**src/rtl/led_shift_flash_pkg.sv**
```systemverilog
// rtl/led_shift_flash_pkg.sv - shared bit indices, state types and prescaler limits
package led_shift_flash_pkg;

  localparam int BTN_MODE  = 0;
  localparam int BTN_BLUE  = 1;
  localparam int BTN_RED   = 2;
  localparam int BTN_GREEN = 3;

  localparam int SW_EN       = 0;
  localparam int SW_SPEED_LO = 1;
  localparam int SW_SPEED_HI = 2;
  localparam int SW_DIR      = 3;

  typedef enum logic {
    MODE_FLASH = 1'b0,
    MODE_SHIFT = 1'b1
  } mode_e;

  typedef enum logic [1:0] {
    COLOUR_BLUE  = 2'd0,
    COLOUR_RED   = 2'd1,
    COLOUR_GREEN = 2'd2
  } colour_e;

  // Each speed step halves the tick period.
  function automatic int limit_speed0(input int nb);
    return (1 << (nb - 1)) - 1;
  endfunction

  function automatic int limit_speed1(input int nb);
    return (1 << (nb - 2)) - 1;
  endfunction

  function automatic int limit_speed2(input int nb);
    return (1 << (nb - 3)) - 1;
  endfunction

  function automatic int limit_speed3(input int nb);
    return (1 << (nb - 4)) - 1;
  endfunction

endpackage

```
**src/rtl/led_tick_gen.sv**
```systemverilog
// rtl/led_tick_gen.sv - enable-gated prescaler producing a one-cycle tick
module led_tick_gen
  import led_shift_flash_pkg::*;
#(
  parameter int NB_COUNTER = 16
) (
  input  logic       clock,
  input  logic       i_reset,
  input  logic       i_enable,
  input  logic [1:0] i_speed,
  output logic       o_tick
);

  localparam logic [NB_COUNTER-1:0] LIMIT_0 = NB_COUNTER'(limit_speed0(NB_COUNTER));
  localparam logic [NB_COUNTER-1:0] LIMIT_1 = NB_COUNTER'(limit_speed1(NB_COUNTER));
  localparam logic [NB_COUNTER-1:0] LIMIT_2 = NB_COUNTER'(limit_speed2(NB_COUNTER));
  localparam logic [NB_COUNTER-1:0] LIMIT_3 = NB_COUNTER'(limit_speed3(NB_COUNTER));

  logic [NB_COUNTER-1:0] counter;
  logic [NB_COUNTER-1:0] limit;

  always_comb begin
    limit = LIMIT_0;
    case (i_speed)
      2'b01:   limit = LIMIT_1;
      2'b10:   limit = LIMIT_2;
      2'b11:   limit = LIMIT_3;
      default: limit = LIMIT_0;
    endcase
  end

  // >= rather than == so a speed-up past the current count wraps at once.
  assign o_tick = i_enable && (counter >= limit);

  always_ff @(posedge clock) begin
    if (!i_reset) begin
      counter <= '0;
    end else if (!i_enable || o_tick) begin
      counter <= '0;
    end else begin
      counter <= counter + NB_COUNTER'(1);
    end
  end

endmodule

```
**src/rtl/led_shift_flash_top.sv**
```systemverilog
// rtl/led_shift_flash_top.sv - button-controlled flash/shift LED pattern generator
module led_shift_flash_top
  import led_shift_flash_pkg::*;
#(
  parameter int NB_SW      = 4,
  parameter int NB_BTN     = 4,
  parameter int NB_COUNTER = 16,
  parameter int NB_LEDS    = 4
) (
  input  logic               clock,
  input  logic               i_reset,
  input  logic [NB_SW-1:0]   i_sw,
  input  logic [NB_BTN-1:0]  i_btn,
  output logic [NB_LEDS-1:0] o_led,
  output logic [NB_LEDS-1:0] o_led_b,
  output logic [NB_LEDS-1:0] o_led_r,
  output logic [NB_LEDS-1:0] o_led_g
);

  logic [NB_BTN-1:0]  btn_d;
  logic [NB_BTN-1:0]  btn_rise;
  mode_e              mode_q;
  mode_e              mode_d;
  colour_e            colour_q;
  colour_e            colour_d;
  logic [NB_LEDS-1:0] flash_q;
  logic [NB_LEDS-1:0] shift_q;
  logic [NB_LEDS-1:0] pattern;
  logic               tick;

  led_tick_gen #(
    .NB_COUNTER (NB_COUNTER)
  ) u_tick_gen (
    .clock    (clock),
    .i_reset  (i_reset),
    .i_enable (i_sw[SW_EN]),
    .i_speed  (i_sw[SW_SPEED_HI:SW_SPEED_LO]),
    .o_tick   (tick)
  );

  assign btn_rise = i_btn & ~btn_d;

  always_comb begin
    mode_d   = mode_q;
    colour_d = colour_q;
    if (btn_rise[BTN_MODE]) begin
      mode_d = (mode_q == MODE_FLASH) ? MODE_SHIFT : MODE_FLASH;
    end
    if (btn_rise[BTN_BLUE]) begin
      colour_d = COLOUR_BLUE;
    end else if (btn_rise[BTN_RED]) begin
      colour_d = COLOUR_RED;
    end else if (btn_rise[BTN_GREEN]) begin
      colour_d = COLOUR_GREEN;
    end
  end

  always_ff @(posedge clock) begin
    if (!i_reset) begin
      btn_d    <= '0;
      mode_q   <= MODE_FLASH;
      colour_q <= COLOUR_RED;
    end else begin
      btn_d    <= i_btn;
      mode_q   <= mode_d;
      colour_q <= colour_d;
    end
  end

  // Both patterns run continuously so a mode switch shows the live phase.
  always_ff @(posedge clock) begin
    if (!i_reset) begin
      flash_q <= '0;
      shift_q <= NB_LEDS'(1);
    end else if (tick) begin
      flash_q <= ~flash_q;
      if (i_sw[SW_DIR]) begin
        shift_q <= {shift_q[0], shift_q[NB_LEDS-1:1]};
      end else begin
        shift_q <= {shift_q[NB_LEDS-2:0], shift_q[NB_LEDS-1]};
      end
    end
  end

  always_comb begin
    pattern = (mode_q == MODE_SHIFT) ? shift_q : flash_q;
    o_led_b = (colour_q == COLOUR_BLUE)  ? pattern : '0;
    o_led_r = (colour_q == COLOUR_RED)   ? pattern : '0;
    o_led_g = (colour_q == COLOUR_GREEN) ? pattern : '0;
    o_led   = NB_LEDS'({colour_q == COLOUR_GREEN, colour_q == COLOUR_RED,
                        colour_q == COLOUR_BLUE, mode_q == MODE_SHIFT});
  end

endmodule

```
**config.mk**
```make
export PLATFORM = sky130hd
export DESIGN_NAME = led_shift_flash_top
export DESIGN_NICKNAME = d
export VERILOG_FILES = /design/src/rtl/led_shift_flash_pkg.sv /design/src/rtl/led_tick_gen.sv /design/src/rtl/led_shift_flash_top.sv
export SDC_FILE = /design/constraint.sdc
export NUM_CORES = 1
export LEC_CHECK = 0
export BUFFER_PORTS_ARGS = -buffer_cell sky130_fd_sc_hd__buf_2
export CORE_AREA = 3 3 55 57
export CTS_CLUSTER_DIAMETER = 50
export DETAILED_ROUTE_END_ITERATION = 8
export DIE_AREA = 0 0 58 60
export PLACE_DENSITY_LB_ADDON = 0.1
export SLEW_MARGIN = 25
export SYNTH_ARGS = -nofsm -noshare
export SYNTH_HDL_FRONTEND = slang
export SYNTH_SLANG_ARGS = --single-unit
```
**constraint.sdc**
```tcl
create_clock -name clock -period 4.1 [get_ports clock]
set_input_delay 0.41 -clock clock [delete_from_list [all_inputs] [get_ports clock]]
set_output_delay 0.41 -clock clock [all_outputs]
set_load 0.02 [all_outputs]
```
==> impl_metrics.py <==
metrics = {
    "clock_network": {
        "cts_hold_buf": 0,
        "cts_buffers": 5,
        "cts-root-buf": "clkbuf_4",
        "clk_path_buf_depth": 2,
        "clkTransAtPathRegs_ns": 0.09,
        "cts-resized-gates": 0,
        "ctsHtreeMaxLevel": 2,
        "worstSkewPairLatency_ns": 0.33,
        "cts.sinks": 31,
        "cts_setup_buffers": 0,
        "cts_tree": "done",
    },
    "worst_setup_path": {
        "cp_data_arrival_time_ns": 2.53,
        "r2r_cells": 5,
        "path_cells": "ha_1 -> a21o_1 -> a211oi_1 -> nand4_1 -> nor2_1",
        "cp_slowest_cell": "nand4_1",
        "worst-r2r-setup-slack_ns": 1.82,
        "worstPathRequired_ns": 4.35,
        "critical-path-max-stage-delay_ns": 0.61,
        "crit_path_end_kind": "register",
        "crit_type": "reg2reg",
        "r2r-start": "u_tick_gen.counter[13]",
        "r2r_end": "u_tick_gen.counter[5]",
        "path_max_fanout": 16,
        "cp-start-kind": "register",
    },
    "placement": {
        "dpl_cell_area_mm2": 0.00164,
        "place.gp.congestion": 0.748,
        "post-dp-hpwl_mm": 2.04,
        "port_buffers": 25,
    },
    "worst_hold_path": {
        "hp-start": "i_btn[2]",
        "hp-class": "in2reg",
        "hold_depth": 2,
        "worstHoldEndpoint": "btn_d[2]",
    },
    "global_route": {
        "grt_max_degree": 21,
        "grt_overflow": 0,
        "grt_pass1_wl_mm": 4.77,
        "grt_pass1_vias": 1112,
        "grt_usage_pct": 18.5,
        "antenna_found_initial": 0,
    },
    "logic_synthesis": {
        "synth_area_per_cell_um2": 9.18,
        "ys_seq_elements": 31,
        "synth_cells": 165,
        "yosysSeqAreaShare_pct": 41.0,
        "syn-cell-area_mm2": 0.00151,
        "ys_types": 36,
        "ys_warn_count": 0,
        "syn_nets": 179,
    },
    "detailed_routing": {
        "drc": 0,
        "post_drt_wl_per_cell_um": 12.8,
        "vias": 1210,
        "dr.pass1.iters": 4,
        "drt-total-wl_mm": 2.81,
        "dr.first_iter.drc_count": 52,
        "antenna_left": 0,
        "vias_per_cell": 5.50,
    },
    "power": {
        "p_per_area_mw_per_mm2": 309,
        "leakage_nw": 0.762,
        "irDropWorstVdd_v": 0.000282,
    },
    "sta": {
        "max_freq_ghz": 0.438,
        "setup_viol": 0,
        "rsz0062_at_grt": "no",
        "min_period_ns": 2.28,
        "finalCritPeriodShare_pct": 55.7,
        "fin_setup_tns_ns": 0,
        "hold_violations": 0,
        "finalMaxSlewViolations": 0,
        "skew_ns": 0.00860,
        "worst_pin_slew_ns": 0.636,
        "max_slew_margin_pct": 57.4,
    },
    "floorplan": {
        "ios": 26,
        "die_height_um": 60,
        "start_util_pct": 60.0,
        "die_w_um": 58,
        "core_area_mm2": 0.00252,
        "fp.dieArea_mm2": 0.00348,
        "rows": 18,
    },
    "outcome": {
        "status": "completed",
    },
    "layout": {
        "n_antenna_cell": 0,
        "final_area_mm2": 0.00169,
        "fin_nets": 203,
        "drive_above_1_share_pct": 20.0,
        "synthToLayoutAreaGrowth_pct": 11.5,
    },
    "run": {
        "cap_violations": 0,
    },
}
-- cells in the mapped netlist --
library cell | count | share of area, %
a21boi_4 | 1 | 1.2
or4_4 | 1 | 0.74
nand2_1 | 8 | 2.0
xnor2_1 | 4 | 2.3
mux2i_1 | 12 | 7.9
mux2_4 | 1 | 0.99
dfxtp_1 | 31 | 41
nor2_1 | 26 | 6.4
nor3_1 | 5 | 1.7
a41oi_1 | 1 | 0.58
or2_2 | 1 | 0.41
buf_2 | 1 | 0.33
and3_1 | 1 | 0.41
a2111oi_0 | 1 | 0.58
a211oi_1 | 1 | 0.50
nor4_1 | 1 | 0.41
o211ai_1 | 3 | 1.5
nand4_2 | 1 | 0.83
a211o_1 | 1 | 0.58
a21oi_1 | 1 | 0.33
nand2b_1 | 7 | 2.9
and2_1 | 6 | 2.5
and4_1 | 2 | 1.2
buf_4 | 2 | 0.99
o211a_1 | 3 | 2.0
a21o_1 | 1 | 0.50
and4_2 | 2 | 1.3
nand3_1 | 4 | 1.3
nand4_1 | 7 | 2.9
nor2b_1 | 3 | 1.2
o21ai_0 | 1 | 0.33
nand4b_1 | 1 | 0.58
ha_1 | 4 | 3.3
clkbuf_1 | 5 | 1.2
xor2_1 | 10 | 5.8
inv_1 | 5 | 1.2
-- cells by family after synthesis --
group           synth area share, %
flops                          41.0
fa+ha+maj                      3.31
mux                            8.93
simple gates                   26.8
buf+inv                        3.80
compound gates                 8.10
xor+xnor                       8.10
-- where the power goes --
group	internal, W	total [W]	switching (W)
sequential	0.000306	0.000313	0.00000665
combinational	0.0000176	0.0000419	0.0000243
clock	0.0000667	0.000166	0.0000993
total	0.000391	0.000521	0.000130
-- placed cells by master, fill, tap and decap left out --
master	instances
a21boi_4	1
and2_1	6
a211oi_1	1
and3_1	1
buf_2	25
o21ai_0	1
a211o_1	1
mux2i_1	12
and4_2	2
nor3_1	5
nand2_1	8
xnor2_1	4
nand4b_1	1
nor2b_1	3
nand4_1	7
o211a_1	3
nor2_1	26
nor4_1	1
ha_1	4
nand3_1	4
a2111oi_0	1
xor2_1	10
mux2_4	1
nand4_2	1
dfxtp_1	31
a21oi_1	1
inv_1	5
nand2b_1	7
clkbuf_4	5
clkinv_2	1
clkbuf_1	2
or4_4	1
or2_2	1
and4_1	2
a21o_1	1
a41oi_1	1
o211ai_1	3
-- flip-flops by register name (all words and copies together), names as in the netlist --
signal,cells
shift_q,4
btn_d,4
colour_q,2
flash_q,4
u_tick_gen.counter,16
mode_q,1
-- worst max-delay path: cells and delay by family, from the launching register on --
family	cells	cell delay, ns
compound gates	2	0.65
fa+ha+maj	1	0.27
simple gates	2	0.88
flops	1	0.40
-- through the flow --
stage          worst slack [ns]  util, %  hold WS (ns)  std cells  power (W)
3_3_place_gp               1.58     64.9         0.438        212   0.000360
2_1_floorplan              1.76        -         0.426        165   0.000350
6_report                   1.82     66.9         0.290        220   0.000521
4_1_cts                    1.77     66.9         0.274        220   0.000531
5_1_grt                    1.51     66.9         0.287        220   0.000549
3_5_place_dp               1.53     64.9         0.461        212   0.000362
-- area by class of cell --
type,instances,area [um2]
clock buffer,7,45.0
clock inverter,1,5.00
fill,223,835
inverter,5,18.8
multi-input combinational,121,836
sequential,31,621
tap,30,37.5
timing repair buffer,25,125
-- worst max-delay path by stage --
stage,to,slack [ns],startpoint,depth (start not counted)
finish,u_tick_gen.counter[5],1.82,u_tick_gen.counter[13],5
global route,u_tick_gen.counter[5],1.51,u_tick_gen.counter[13],5
CTS,u_tick_gen.counter[5],1.77,u_tick_gen.counter[13],5
detailed placement,shift_q[0],1.53,i_sw[1],7
global placement,shift_q[0],1.58,i_sw[1],7
floorplan,shift_q[0],1.76,i_sw[1],6
-- routing by layer --
metal	up-vias	GRT usage, %	wire [um]
li1	623	-	-
met2	30	31.6	1380
met5	-	0	0
met3	8	5.18	150
met1	549	19.6	1200
met4	0	13.2	78
No activity file was read; power rests on OpenSTA's default activity.
